## config.mk

```make
export PLATFORM = sky130hd
export DESIGN_NAME = mdu_issue_ctrl_flat
export DESIGN_NICKNAME = d
export VERILOG_FILES = /design/src/rtl/mdu_issue_ctrl_if.sv /design/src/rtl/mdu_issue_ctrl.sv /design/src/flat_wrapper.sv
export SDC_FILE = /design/constraint.sdc
export NUM_CORES = 1
export LEC_CHECK = 0
export BUFFER_PORTS_ARGS = -buffer_cell sky130_fd_sc_hd__clkbuf_2
export CAP_MARGIN = 20
export CELL_PAD_IN_SITES_DETAIL_PLACEMENT = 1
export CELL_PAD_IN_SITES_GLOBAL_PLACEMENT = 2
export CORE_MARGIN = 4
export CORE_UTILIZATION = 21
export DETAILED_ROUTE_END_ITERATION = 16
export PLACE_DENSITY = 0.77
export REMOVE_ABC_BUFFERS = 1
export SETUP_SLACK_MARGIN = 0.05
export SLEW_MARGIN = 20
export SYNTH_ARGS = -nofsm -noshare
export SYNTH_HDL_FRONTEND = slang
export SYNTH_SLANG_ARGS = --single-unit
```

## constraint.sdc

```tcl
create_clock -name clk -period 2.28 [get_ports clk]
set_input_delay 0.228 -clock clk [delete_from_list [all_inputs] [get_ports clk]]
set_output_delay 0.228 -clock clk [all_outputs]
set_load 0.03 [all_outputs]
```

## src/rtl/mdu_issue_ctrl_if.sv

```systemverilog
// Bundle between the E-stage issue point, the issue controller and the MDU.
// The request is consumed in any cycle where req_valid && req_ready; a stalled request is held by the pipeline.
interface mdu_issue_ctrl_if;
  logic        req_valid;
  logic [3:0]  req_op;
  logic [31:0] req_a;
  logic [31:0] req_b;
  logic        Req;
  logic        req_ready;
  logic        stall;
  logic        mdu_start;
  logic [3:0]  mdu_op;
  logic [31:0] mdu_a;
  logic [31:0] mdu_b;
  logic        mdu_busy;

  modport slave (
    input  req_valid, req_op, req_a, req_b, Req, mdu_busy,
    output req_ready, stall, mdu_start, mdu_op, mdu_a, mdu_b
  );

  modport master (
    output req_valid, req_op, req_a, req_b, Req, mdu_busy,
    input  req_ready, stall, mdu_start, mdu_op, mdu_a, mdu_b
  );
endinterface

```

## src/rtl/mdu_issue_ctrl.sv

```systemverilog
// E-stage issue controller for the multiply/divide unit: start/op/operand generation,
// busy stall, exception suppression, hung-unit watchdog and issue/stall statistics.
module mdu_issue_ctrl #(
  parameter int MAX_WAIT = 15,
  parameter int CNT_W    = 16
) (
  input  logic             clk,
  input  logic             reset,
  mdu_issue_ctrl_if.slave  bus,
  output logic             err_timeout,
  output logic [CNT_W-1:0] issue_cnt,
  output logic [CNT_W-1:0] stall_cnt,
  output logic [1:0]       state_dbg
);

  localparam int WCNT_W = $clog2(MAX_WAIT + 1);

  typedef enum logic [1:0] {
    IDLE   = 2'd0,
    LAUNCH = 2'd1,
    WAIT   = 2'd2
  } state_t;

  state_t            state, state_nxt;
  logic [WCNT_W-1:0] wcnt, wcnt_nxt;
  logic              err_nxt;

  logic op_start, op_nop, free, take, stall_i, start_i, issue_i;

  // Request decode; everything is gated by reset so the outputs read 0 while it is held low.
  always_comb begin
    op_start = (bus.req_op >= 4'd1) && (bus.req_op <= 4'd4);
    op_nop   = !((bus.req_op >= 4'd1) && (bus.req_op <= 4'd8));
    free     = ((state == IDLE) || (state == WAIT)) && !bus.mdu_busy;
    take     = reset && bus.req_valid && !op_nop && !bus.Req;
    stall_i  = take && !free;
    issue_i  = take && free;
    start_i  = issue_i && op_start;
  end

  always_ff @(posedge clk or negedge reset) begin
    if (!reset) begin
      state       <= IDLE;
      wcnt        <= '0;
      err_timeout <= 1'b0;
    end else begin
      state       <= state_nxt;
      wcnt        <= wcnt_nxt;
      err_timeout <= err_nxt;
    end
  end

  // The watchdog counts LAUNCH plus every busy WAIT cycle; a start out of WAIT rearms it.
  always_comb begin
    state_nxt = state;
    wcnt_nxt  = wcnt;
    err_nxt   = err_timeout;
    case (state)
      IDLE: begin
        if (start_i) begin
          state_nxt = LAUNCH;
          wcnt_nxt  = '0;
        end
      end
      LAUNCH: begin
        state_nxt = WAIT;
        wcnt_nxt  = wcnt + 1'b1;
      end
      WAIT: begin
        if (!bus.mdu_busy) begin
          if (start_i) begin
            state_nxt = LAUNCH;
            wcnt_nxt  = '0;
          end else begin
            state_nxt = IDLE;
          end
        end else if (wcnt == WCNT_W'(MAX_WAIT)) begin
          err_nxt   = 1'b1;
          state_nxt = IDLE;
        end else begin
          wcnt_nxt = wcnt + 1'b1;
        end
      end
      default: state_nxt = IDLE;
    endcase
  end

  always_comb begin
    bus.stall     = stall_i;
    bus.req_ready = reset && !stall_i;
    bus.mdu_start = start_i;
    bus.mdu_op    = issue_i ? bus.req_op : 4'd0;
    bus.mdu_a     = issue_i ? bus.req_a : 32'd0;
    bus.mdu_b     = issue_i ? bus.req_b : 32'd0;
    state_dbg     = state;
  end

  // Issue count wraps; stall count saturates so long runs stay meaningful.
  always_ff @(posedge clk or negedge reset) begin
    if (!reset) begin
      issue_cnt <= '0;
      stall_cnt <= '0;
    end else begin
      if (start_i) issue_cnt <= issue_cnt + 1'b1;
      if (stall_i && (stall_cnt != {CNT_W{1'b1}})) stall_cnt <= stall_cnt + 1'b1;
    end
  end

endmodule

```

## src/flat_wrapper.sv

```systemverilog
// flat-port wrapper written by rule: the top's interface ports become plain ports
module mdu_issue_ctrl_flat 
#(
  parameter int MAX_WAIT = 15,
  parameter int CNT_W    = 16
)
  (clk, reset, err_timeout, issue_cnt, stall_cnt, state_dbg, bus_req_valid, bus_req_op, bus_req_a, bus_req_b, bus_Req, bus_mdu_busy, bus_req_ready, bus_stall, bus_mdu_start, bus_mdu_op, bus_mdu_a, bus_mdu_b);
  mdu_issue_ctrl_if bus_i ();
  input  logic clk;
  input  logic reset;
  output logic err_timeout;
  output logic [CNT_W-1:0] issue_cnt;
  output logic [CNT_W-1:0] stall_cnt;
  output logic [1:0] state_dbg;
  input wire logic [$bits(bus_i.req_valid)-1:0] bus_req_valid;
  input wire logic [$bits(bus_i.req_op)-1:0] bus_req_op;
  input wire logic [$bits(bus_i.req_a)-1:0] bus_req_a;
  input wire logic [$bits(bus_i.req_b)-1:0] bus_req_b;
  input wire logic [$bits(bus_i.Req)-1:0] bus_Req;
  input wire logic [$bits(bus_i.mdu_busy)-1:0] bus_mdu_busy;
  output wire logic [$bits(bus_i.req_ready)-1:0] bus_req_ready;
  output wire logic [$bits(bus_i.stall)-1:0] bus_stall;
  output wire logic [$bits(bus_i.mdu_start)-1:0] bus_mdu_start;
  output wire logic [$bits(bus_i.mdu_op)-1:0] bus_mdu_op;
  output wire logic [$bits(bus_i.mdu_a)-1:0] bus_mdu_a;
  output wire logic [$bits(bus_i.mdu_b)-1:0] bus_mdu_b;
  assign bus_i.req_valid = bus_req_valid;
  assign bus_i.req_op = bus_req_op;
  assign bus_i.req_a = bus_req_a;
  assign bus_i.req_b = bus_req_b;
  assign bus_i.Req = bus_Req;
  assign bus_i.mdu_busy = bus_mdu_busy;
  assign bus_req_ready = bus_i.req_ready;
  assign bus_stall = bus_i.stall;
  assign bus_mdu_start = bus_i.mdu_start;
  assign bus_mdu_op = bus_i.mdu_op;
  assign bus_mdu_a = bus_i.mdu_a;
  assign bus_mdu_b = bus_i.mdu_b;
  mdu_issue_ctrl #(.MAX_WAIT(MAX_WAIT), .CNT_W(CNT_W)) u_core (.clk(clk), .reset(reset), .bus(bus_i), .err_timeout(err_timeout), .issue_cnt(issue_cnt), .stall_cnt(stall_cnt), .state_dbg(state_dbg));
endmodule
```

# Word level (Yosys, flattened, before mapping)
# Index checks and enable logic that the tools add are counted.
# word_totals
register_bits	39
input_bits	73
out_inout_bits	106
word_cells	51
# classes
n_addsub	3
order_cmp	3
n_eq_ne	7
muxes	12
reduce_logical	21
# ops
operator	n
$mux W32	2
$add A16 B1 Y16 const B	2
$mux W4	4
$ne A16 B16 Y1 const B	1
$pmux W4 S3	1
$logic_and A1 B1 Y1	11
$mux W2	3
$ne A3 B3 Y1 const B	2
$pmux W2 S3	1
$add A4 B1 Y4 const B	1
$eq A4 B4 Y1 const B	1
$ge A4 B1 Y1 const B	1
$le A4 B3 Y1 const B	1
$le A4 B4 Y1 const B	1
$logic_not A1 Y1	4
$reduce_and A2 Y1	2
$reduce_and A3 Y1	1
$reduce_bool A3 Y1	1
$eq A2 B1 Y1 const B	1
$eq A2 B2 Y1 const B	1
$logic_not A2 Y1	1
$ne A2 B2 Y1 const B	1
$logic_or A1 B1 Y1	1
$mux W1	1

# Longest topological paths before layout
# Gate-level depths: netlist of the first run.
# depth
ltp_word	9
mapped_depth	8
depth_no_buf	8

# Worst setup path before layout of the first run
# No wires, ideal clock.
# synth_path
path_kind	register -> register
from	register u_core.state[0], in the netlist u_core.state_dbg[0]
to	register u_core.stall_cnt[6]
setup_time_ns	0.081
arrival_time_ns	2.285
required_time_ns	2.199
path_slack_ns	-0.086
stages_incl_launch_ff	9
n_path_buf	0
synth_period_minus_slack_ns	2.366
path_cell_list	dfrtp_1 inv_1 ha_1 o21bai_1 nand4_1 inv_1 nand2_1 nor3_1 xor2_1
# synth_via
elab_chain_len	6
elab_cells_between_ends	7
cone_classes	1 x eq/ne; 6 x reduce/logical
# synth_rtl
element	line	rtl
start, declared	mdu_issue_ctrl.sv:24	state_t state, state_nxt;
start signal, assigned	mdu_issue_ctrl.sv:47	state <= state_nxt;
$eq A2 B2 Y1 / $logic_not A2 Y1 (equally long branches)	mdu_issue_ctrl.sv:34	free = ((state == IDLE) || (state == WAIT)) && !bus.mdu_busy;
$logic_or A1 B1 Y1 *	mdu_issue_ctrl.sv:34	
$logic_and A1 B1 Y1 *	mdu_issue_ctrl.sv:34	
$logic_not A1 Y1 *	mdu_issue_ctrl.sv:36	stall_i = take && !free;
$logic_and A1 B1 Y1 *	mdu_issue_ctrl.sv:36	
net bus_stall	flat_wrapper.sv:22	output wire logic [$bits(bus_i.stall)-1:0] bus_stall;
$logic_and A1 B1 Y1 *	mdu_issue_ctrl.sv:105	if (stall_i && (stall_cnt != {CNT_W{1'b1}})) stall_cnt <= stall_cnt + 1'b1;
end signal, assigned	mdu_issue_ctrl.sv:105	
end, declared	mdu_issue_ctrl.sv:12	output logic [CNT_W-1:0] stall_cnt,
# Mark *: on every way through the listed nets, which the timed path passes. The rest lies on a longest branch.
# A chain may end at the register's enable or synchronous reset.

# Worst setup path in the final report of the first run
# layout_path
from	register u_core.state[1], in the netlist u_core.state_dbg[1]
to	output bus_mdu_a[21]
# layout_via
elab_chain_len	5
elab_cells_between_ends	6
cone_classes	1 x eq/ne; 1 x mux; 4 x reduce/logical
# layout_rtl
element	line	rtl
$eq A2 B2 Y1 / $logic_not A2 Y1 (equally long branches)	mdu_issue_ctrl.sv:34	
$logic_or A1 B1 Y1 *	mdu_issue_ctrl.sv:34	
$logic_and A1 B1 Y1 *	mdu_issue_ctrl.sv:34	
$logic_and A1 B1 Y1 *	mdu_issue_ctrl.sv:37	issue_i = take && free;
$mux W32 *	mdu_issue_ctrl.sv:93	bus.mdu_a = issue_i ? bus.req_a : 32'd0;
end, declared	flat_wrapper.sv:25	output wire logic [$bits(bus_i.mdu_a)-1:0] bus_mdu_a;
# Mark *: on every way between the ends. The rest lies on a longest branch, timed or not.

==> results.toml, run 1 <==
[cells_and_area]
area_delta_synth_final_pct = 90.1
nNetsFinal = 543
fin_area_um2 = 4650
layout-drive-gt1-share_pct = 57.1
final_util_pct = 40.7
ff_latch_area_um2 = 976
fillers = 1304
multi_input_area_um2 = 1550

[sta]
rsz0062_at_grt = "true"
relSlewSlack_pct = 70.4
skew_ps = 3.12
finalSetupTns_ps = 0
fmax_ghz = 0.448
setup_viol = 0
tightest_slew_ps = 444
fin_ws_ps = 46.7
final_hold_viol_count = 0
min_period_over_period_pct = 98.0
period_needed_ps = 2230
drv_slew = 0

[clock_tree]
clk_pin_slew_ps = 50
clkLatencyLatePin_ps = 270
clock-sinks = 39
cts_tree = "built"
clock-root-buffer = "clkbuf_16"
htree_levels = 2
clockBufferDepth = 2
cts_buffers = 5

[drt]
via_count = 2750
totalWireLength_mm = 12.0
ant_nets = 0
wl_per_cell_um = 19.6
via_per_inst = 4.50
drt_first_iter_violations = 47
firstDrtPassIters = 4
drc = 0

[yosys]
synth.area.top_cells = "dfrtp_1, and2_1, xnor2_1, ha_1, xor2_1"
synth.cell_area_um2 = 2440
synth.avg_cell_area_um2 = 9.36
synth_cell_types = 36
netlist_instances = 261
synth_top_cell_area_share_pct = 39.9
ys_warn_count = 0
ys_seq_elements = 39
synth.yosys.seq_area_share_pct = 39.9
synth_top_cell_by_area = "dfrtp_1"

[worst_setup_path]
crit_path_max_fanout = 17
crit_path_max_incr_delay_ps = 400
critPathRequiredTime_ps = 2050
startpoint_type = "flop"
end_kind = "primary output"
critPathArrivalTime_ps = 2010
worstPathCellList = "inv_2, ha_4, o21bai_4, buf_6, nor3b_4, buf_6, buf_16, and2_1, buf_6"
crit_type = "reg2out"
cp_common_cell = "buf_6"
slowest_stage = "dfrtp_1"

[placed_design]
portBuffers = 178
dp_slack_ps = 121
gp_congestion = 0.783
place_area_um2 = 3600
hpwlAfterDp_mm = 8.25

[floorplanning]
row_count = 39
io_pins = 179
dieArea_um2 = 13400
die_h_um = 116
start_util_pct = 21.4
die_w_um = 116
core_area_um2 = 11400

[power]
p_per_area_nw_per_um2 = 537
ir_worst_vdd_uv = 263
p_leak_nw = 2.37

[hold_path]
min_path_type = "in2async"

[job]
maxCapViolations = 0

[global_routing]
overflow = 0
grt_max_degree = 35
grt_pass1_vias = 2833
antenna_found_initial = 4
grt_use_total_pct = 14.7
grt_pass1_wl_mm = 15.3

[run_status]
status = "completed"
where the power goes:
group | leakage (nW) | switching (mW) | internal, mW
registers | 0.531 | 0.0733 | 0.762
logic | 1.77 | 0.537 | 0.460
clock network | 0.0679 | 0.260 | 0.404
total | 2.37 | 0.871 | 1.63
kinds of logic (layout without fill, tap and decap cells):
logic type               count (synthesis)  after routing  share of synthesized area [%]
AO/OA/AOI/OAI                           21             21                           6.71
XOR/XNOR                                28             28                           10.3
adder cells (fa/ha/maj)                  7              7                           3.58
buffers and inverters                   17            220                           2.66
flip-flops                              39             39                           39.9
multiplexers                             4              4                           1.84
other                                    0              4                              0
AND/OR/NAND/NOR                        145            145                           34.9
area by class of cell:
class                           instances  share of cell area (%)
Timing Repair Buffer                  204                    38.1
Multi-Input combinational cell        205                    33.3
Sequential cell                        39                    21.0
Tap cell                              143                    3.85
Clock buffer                            7                    2.85
Inverter                                8                   0.646
Antenna cell                            4                   0.215
Clock inverter                          1                   0.108
stage by stage:
stage	power [mW]	cells	hold slack, ps
final	2.50	611	41.7
after global routing	2.67	611	69.8
after CTS	2.36	597	53.8
after detailed placement	1.60	585	208
after global placement	1.57	585	209
after floorplan	1.28	252	-67.6
state kept, by name (all words and copies together) (netlist names):
signal / cells
u_core.stall_cnt: 16
u_core.state_dbg: 2
u_core.wcnt: 4
u_core.issue_cnt: 16
u_core.err_timeout: 1
worst paths after layout:
kind                                           from             endpoint  slack [ps]  depth (start not counted)
worst max-delay path            u_core.state_dbg[1]        bus_mdu_a[21]          50                          9
max in group asynchronous                     reset   u_core.err_timeout        1670                          3
worst min-delay path                          reset  u_core.stall_cnt[5]          40                          2
worst max register to register  u_core.state_dbg[1]  u_core.issue_cnt[7]         140                          9
worst min register to register   u_core.err_timeout   u_core.err_timeout         470                          1
min in group clk                       bus_mdu_busy   u_core.err_timeout         430                          3
cells in the final DEF, fill, tap and decap left out, drive strengths merged, types with 2 or more instances in the layout:
cell	n
clkbuf	124
buf	86
and2	72
dfrtp	39
xnor2	18
nand3	15
nand2	14
xor2	10
nor2	9
and3	9
nand4	8
inv	8
ha	7
nor3	5
diode	4
mux2	4
o21ai	4
o31ai	3
a21oi	3
o41ai	3
o21bai	3
and4	3
or4	2
o21a	2
or2	2
synth_stat cells:
| library cell | number |
|---|---|
| o21bai_1 | 3 |
| buf_2 | 1 |
| a21oi_1 | 3 |
| xor2_1 | 9 |
| and2_1 | 72 |
| nor4_1 | 1 |
| inv_1 | 8 |
| nor2_1 | 9 |
| and4_4 | 1 |
| or3b_1 | 1 |
| o21ai_0 | 4 |
| o31ai_1 | 3 |
| o21a_1 | 2 |
| nor3_1 | 5 |
| nand4_1 | 8 |
| xnor2_1 | 18 |
| a21o_1 | 1 |
| or4_1 | 2 |
| and4_1 | 2 |
| ha_1 | 7 |
| a2111oi_4 | 1 |
| and3_2 | 1 |
| nor3b_2 | 1 |
| o211ai_1 | 1 |
| nand3_1 | 15 |
| nor4b_1 | 1 |
| and3b_1 | 1 |
| and3_1 | 8 |
| nand2_1 | 14 |
| dfrtp_1 | 39 |
| clkbuf_1 | 8 |
| nand3b_1 | 1 |
| or2_2 | 2 |
| xor2_2 | 1 |
| o41ai_1 | 3 |
| mux2_2 | 4 |
worst max-delay path: cells and delay by family (launching register included):
| kind | cells | cell delay [ps] |
|---|---|---|
| fa+ha+maj | 1 | 160 |
| buf+inv | 5 | 690 |
| flops | 1 | 400 |
| compound gates | 1 | 80 |
| simple gates | 2 | 410 |
routing by layer:
layer	share of wire [%]	GRT usage (%)	vias to the layer above	wire [µm]
li1	-	-	1291	-
met1	34	14.2	1315	4120
met2	55	30.1	126	6640
met3	6.7	3.39	18	807
met4	3.6	4.56	0	433
met5	0	0	-	0
what timing repair did:
| item | CTS | global route |
|---|---|---|
| hold endpoints to repair | 7 | 0 |
| gates resized for setup | 111 | 142 |
| pin swaps | 1 | 20 |
| gates cloned | 1 | 6 |
| hold buffers | 1 | 0 |
| buffers inserted | 2 | 4 |
| endpoints found under the setup margin | 69 | 68 |
Note: power is estimated with default switching activity, not from simulation.
==> run 2, diff against run 1 <==
--- a/config.mk
+++ b/config.mk
@@ -5,14 +5,14 @@
 export SDC_FILE = /design/constraint.sdc
 export NUM_CORES = 1
 export LEC_CHECK = 0
-export BUFFER_PORTS_ARGS = -buffer_cell sky130_fd_sc_hd__clkbuf_2
 export CAP_MARGIN = 20
 export CELL_PAD_IN_SITES_DETAIL_PLACEMENT = 1
 export CELL_PAD_IN_SITES_GLOBAL_PLACEMENT = 2
 export CORE_MARGIN = 4
-export CORE_UTILIZATION = 21
+export CORE_UTILIZATION = 30
 export DETAILED_ROUTE_END_ITERATION = 16
-export PLACE_DENSITY = 0.77
+export DONT_BUFFER_PORTS = 1
+export PLACE_DENSITY = 0.73
 export REMOVE_ABC_BUFFERS = 1
 export SETUP_SLACK_MARGIN = 0.05
 export SLEW_MARGIN = 20
==> constraint.sdc (replaced) <==
create_clock -name clk -period 1.8 [get_ports clk]
set_input_delay 0.18 -clock clk [delete_from_list [all_inputs] [get_ports clk]]
set_output_delay 0.18 -clock clk [all_outputs]
set_load 0.03 [all_outputs]
==> run 2 against run 1 <==
Compared with the run above:
- the flow now finishes with violations (setup timing)
- via count fell by 6.1%
- critical path depth did not move
- clock skew rose by 1.5 ps
- design area rose by 8.3%
- die area fell by 28%
- sequential share of layout area fell by 1.6 points
- register-to-register slack got worse by 510 ps
- critical endpoint is now bus_mdu_b[7]
- cell count fell by 17%
- hold slack improved by 160 ps
- utilization rose by 24 points
- sequential power rose by 26%
- largest cell class unchanged
==> results.toml, run 2 (synthesis results as in run 1) <==
[power]
ir_worst_vdd_uv = 669
p_leak_nw = 2.39
p_per_area_nw_per_um2 = 669

[global_routing]
grt_max_degree = 40
grt_pass1_wl_mm = 16.6
grt_use_total_pct = 21.9
antenna_found_initial = 0
overflow = 0
grt_pass1_vias = 2723

[sta]
setup_viol = 108
skew_ps = 4.57
tightest_slew_ps = 464
fmax_ghz = 0.445
rsz0062_at_grt = "true"
relSlewSlack_pct = 69.1
min_period_over_period_pct = 125
holdWs_ps = 206
final_hold_viol_count = 0
period_needed_ps = 2250
drv_slew = 0
fin_ws_ps = -448

[drt]
wl_per_cell_um = 24.8
totalWireLength_mm = 12.6
drt_first_iter_violations = 52
drc = 0
firstDrtPassIters = 4
ant_nets = 0
via_count = 2583
via_per_inst = 5.10

[cells_and_area]
layout-drive-gt1-share_pct = 67.8
reg.largest.list = "u_core.issue_cnt (16), u_core.stall_cnt (16), u_core.wcnt (4)"
nNetsFinal = 483
final_cell_mix = "and2_4, buf_4, buf_12, buf_6, dfrtp_1"
final_common_cell = "and2_4"
area_delta_synth_final_pct = 106
diodes = 0
final_util_pct = 64.5

[worst_setup_path]
end_kind = "primary output"
critPathRequiredTime_ps = 1620
crit_path_max_incr_delay_ps = 410
slowest_stage = "dfrtp_1"
startpoint_type = "flop"
crit_path_max_fanout = 8
cp_common_cell = "buf_6"
crit_type = "reg2out"
critPathArrivalTime_ps = 2070
worstPathCellList = "inv_2, ha_4, o21bai_1, buf_4, nor3b_4, buf_6, clkbuf_16, and2_4, buf_6"

[clock_tree]
clock-sinks = 39
clockBufferDepth = 2
htree_levels = 2
cts_buffers = 5
clk_pin_slew_ps = 90
clock-root-buffer = "clkbuf_8"
clkLatencyLatePin_ps = 310
cts_tree = "built"

[placed_design]
hpwlAfterDp_mm = 7.67
gp_congestion = 0.793
dp_slack_ps = -303
portBuffers = 0

[run_status]
violations = "setup timing"
status = "complete, but fails checks"

[floorplanning]
die_h_um = 98.3
io_pins = 179
row_count = 32
start_util_pct = 31.3
dieArea_um2 = 9650
die_w_um = 98.3
core_area_um2 = 7810

[job]
maxCapViolations = 0

[hold_path]
min_path_type = "in2reg"
## run 2: cell count changes in the layout (fill, tap and decap cells not counted), sizes merged
cell	delta
buf	+54
bufinv	+1
clkbuf	-115
clkinv	-1
diode	-4
inv	+1
## run 2: metal layers
metal  GRT usage (%)  share of wire [%]  routed length [µm]
met3            6.29                6.5                 813
met5               0                  0                   0
met1            24.4                 36                4580
met4            4.41                1.1                 142
met2            41.1                 56                7040
## run 2: area by class of cell
class	count	area, µm²
repair buffers	144	1890
well taps	102	128
multi-input cells	205	1880
flip-flops and latches	39	976
clock inverters	2	38.8
clock buffers	6	82.6
fillers	770	2780
inverters	8	37.5
## run 2: path summary, 6_finish.rpt
kind / slack [ps] / start / cells after the start / endpoint
max: -450 / u_core.state_dbg[0] / 9 / bus_mdu_b[7]
max in group asynchronous: 1290 / reset / 2 / u_core.issue_cnt[6]
max reg2reg: -370 / u_core.state_dbg[0] / 10 / u_core.issue_cnt[7]
min in group asynchronous: 310 / reset / 2 / u_core.stall_cnt[5]
min reg2reg: 530 / u_core.issue_cnt[0] / 1 / u_core.issue_cnt[0]
min: 210 / bus_mdu_busy / 2 / u_core.err_timeout
## run 2: worst max-delay path: cells and delay by family (launching register included)
| family | cells | cell delay, ps |
|---|---|---|
| adder cells (fa/ha/maj) | 1 | 140 |
| buffers and inverters | 5 | 750 |
| AO/OA/AOI/OAI | 1 | 70 |
| flip-flops | 1 | 410 |
| AND/OR/NAND/NOR | 2 | 380 |
## run 2: what timing repair did
item,CTS,global route
setup endpoints to repair,107,108
resized for setup,99,79
hold buffers,2,0
pin swaps,31,39
endpoints found under the hold margin,39,0
cloned,1,5
buffers inserted,17,4
## run 2: per-stage QoR
step	total power [mW]	cells	TNS (ps)	cell area, µm²
2_1_floorplan	1.62	252	-98300	2410
3_3_place_gp	2.03	470	-2610	3980
3_5_place_dp	2.07	470	-11610	3980
4_1_cts	3.16	498	-31840	4630
5_1_grt	3.55	506	-47980	5030
6_report	3.37	506	-37380	5030
## run 2: power by group
group	switching (mW)	internal, mW
Combinational	0.782	0.712
Clock	0.368	0.457
Sequential	0.0847	0.963
Total	1.24	2.13
==> run 3, diff against run 2 <==
--- a/config.mk
+++ b/config.mk
@@ -12,9 +12,7 @@
 export CORE_UTILIZATION = 30
 export DETAILED_ROUTE_END_ITERATION = 16
 export DONT_BUFFER_PORTS = 1
-export PLACE_DENSITY = 0.73
-export REMOVE_ABC_BUFFERS = 1
-export SETUP_SLACK_MARGIN = 0.05
+export PLACE_DENSITY_LB_ADDON = 0.2
 export SLEW_MARGIN = 20
 export SYNTH_ARGS = -nofsm -noshare
 export SYNTH_HDL_FRONTEND = slang
==> run 3 against run 2 <==
Compared with the run above:
- the run still ends with setup timing left
- setup slack gained 92 ps
- via count shrank 7.2%
- register-to-register slack gained 210 ps
- sequential power is essentially flat
- combinational power shrank 10%
- critical path type unchanged
- critical path depth is the same
- total power shrank 9.6%
- design area shrank 7.9%
- non-clock buffer count shrank 28
- flip-flop and latch count is the same
- global-route usage shrank 2.0 points
- clock skew grew 2.8 ps
==> results.toml, run 3 (synthesis results as in run 1) <==
[run_status]
status = "complete, but fails checks"
violations = "setup timing"

[sta]
drv_slew = 0
rsz0062_at_grt = "true"
period_needed_ps = 2160
skew_ps = 7.38
min_period_over_period_pct = 120
relSlewSlack_pct = 67.8
holdWs_ps = 213
tightest_slew_ps = 483
final_hold_viol_count = 0
setup_viol = 93
fin_ws_ps = -356
fmax_ghz = 0.464

[worst_setup_path]
slowest_stage = "dfrtp_2"
critical_path.top_delay_family = "buffers and inverters"
crit_type = "reg2out"
startpoint_type = "flop"
critPathRequiredTime_ps = 1620
worstPathCellList = "inv_2, ha_4, o21bai_4, buf_6, nor3b_4, buf_6, buf_4, buf_16, and2_4"
critPathArrivalTime_ps = 1980
cp_common_cell = "buf_6"
startpoint = "u_core.state_dbg[1]"
crit_path_max_fanout = 6
r2r-start = "u_core.state_dbg[1]"
cp.buffers_inverters = 5
end_kind = "primary output"
crit_path_max_incr_delay_ps = 430

[hold_path]
min_path_type = "in2reg"
worstHoldStart = "bus_mdu_busy"

[cells_and_area]
final_util_pct = 59.4
diodes = 0
reg.largest.list = "u_core.issue_cnt (16), u_core.stall_cnt (16), u_core.wcnt (4)"
fillers = 818
nNetsFinal = 455
final_common_cell = "and2_4"
final_cell_mix = "and2_4, buf_4, buf_12, dfrtp_1, buf_6"
area_delta_synth_final_pct = 89.7
layout-drive-gt1-share_pct = 65.4

[drt]
wl_per_cell_um = 21.0
totalWireLength_mm = 10.1
via_count = 2397
drt_first_iter_violations = 30
via_per_inst = 5.01
ant_nets = 0
firstDrtPassIters = 3
drc = 0

[power]
intPower_mw = 1.96
p_per_area_nw_per_um2 = 657
pwr-share-clk_pct = 21.5
ir_worst_vdd_uv = 474
p_sw_mw = 1.08
p_leak_nw = 2.18
p_seq_share_pct = 34.4
switching_share_pct = 35.6
power.total_mw = 3.04
power_frac_comb_pct = 44.1

[floorplanning]
dieArea_um2 = 9650
row_count = 32
start_util_pct = 31.3
core_area_um2 = 7810
io_pins = 179
die_w_um = 98.3
die_h_um = 98.3

[global_routing]
grt_pass1_vias = 2670
overflow = 0
grt_max_degree = 40
grt_use_total_pct = 19.9
antenna_found_initial = 0
grt_pass1_wl_mm = 15.2

[clock_tree]
htree_levels = 2
clock-sinks = 39
clk_pin_slew_ps = 80
cts_buffers = 5
clockBufferDepth = 2
cts_tree = "built"
clock-root-buffer = "clkbuf_8"
clkLatencyLatePin_ps = 290

[placed_design]
hpwlAfterDp_mm = 7.58
portBuffers = 0
gp_congestion = 0.845

[yosys]
synth.net_count = 341

[job]
maxCapViolations = 0
-- run 3: cell count changes in the layout (fill, tap and decap cells not counted), sizes merged --
cell | previous run | this run
buf | 140 | 114
bufinv | 1 | 0
inv | 9 | 8
-- run 3: metal layers --
layer / track usage (%) / part of all wire [%] / vias to the layer above
li1: - / - / 1108
met1: 20.8 / 35 / 1177
met2: 38.7 / 57 / 100
met3: 5.29 / 6.5 / 12
met4: 5.36 / 1.7 / 0
met5: 0 / 0 / -
-- run 3: final cells by class --
| cell class | instances | area (µm²) | share of cell area, % |
|---|---|---|---|
| Inverter | 8 | 37.5 | 0.810 |
| Tap cell | 102 | 128 | 2.75 |
| Clock buffer | 8 | 100 | 2.16 |
| Sequential cell | 39 | 983 | 21.2 |
| Timing Repair Buffer | 116 | 1510 | 32.6 |
| Multi-Input combinational cell | 205 | 1880 | 40.5 |
-- run 3: worst reg2reg max path: stages (launching register included) --
cell and delay [ps]:
dfrtp_2 430, inv_2 90, ha_4 150, o21bai_4 70, buf_4 150, a2111oi_4 180
buf_4 200, and3_4 270, and4_4 240, xor2_2 110
-- run 3: metrics by stage --
step	setup WS, ps	cells	setup TNS [ps]	instance area (µm²)
after floorplan	-102	261	-548	2630
after global placement	-20.6	448	-349	3880
after detailed placement	-87.5	448	-2810	3880
after CTS	-370	471	-23490	4340
after global routing	-453	478	-32590	4630
final	-356	478	-23010	4630
-- run 3: repair_timing --
item / in CTS / in global routing
gates resized for setup: 57 / 59
hold buffers: 2 / 0
setup endpoints to repair: 76 / 102
gates cloned: 4 / 1
setup buffers: 9 / 7
hold endpoints to repair: 39 / 0
pin swaps: 22 / 25
-- run 3: final timing paths --
path	to	slack (ps)	cells after the start
min in group asynchronous	u_core.err_timeout	340	2
setup reg to reg	u_core.issue_cnt[7]	-160	9
hold / removal	u_core.err_timeout	210	2
hold reg to reg	u_core.wcnt[0]	510	1
setup / recovery	bus_mdu_op[0]	-360	9
max in group asynchronous	u_core.stall_cnt[13]	1240	2
-- run 3: power groups by stage --
stage	Clock [mW]	Combinational [mW]	Sequential, mW
5_1_grt	0.731	1.44	1.06
6_report	0.655	1.34	1.05
2_1_floorplan	0	0.528	1.23
4_1_cts	0.676	1.25	1.05
3_3_place_gp	0	1.07	1.06
3_5_place_dp	0	1.10	1.07
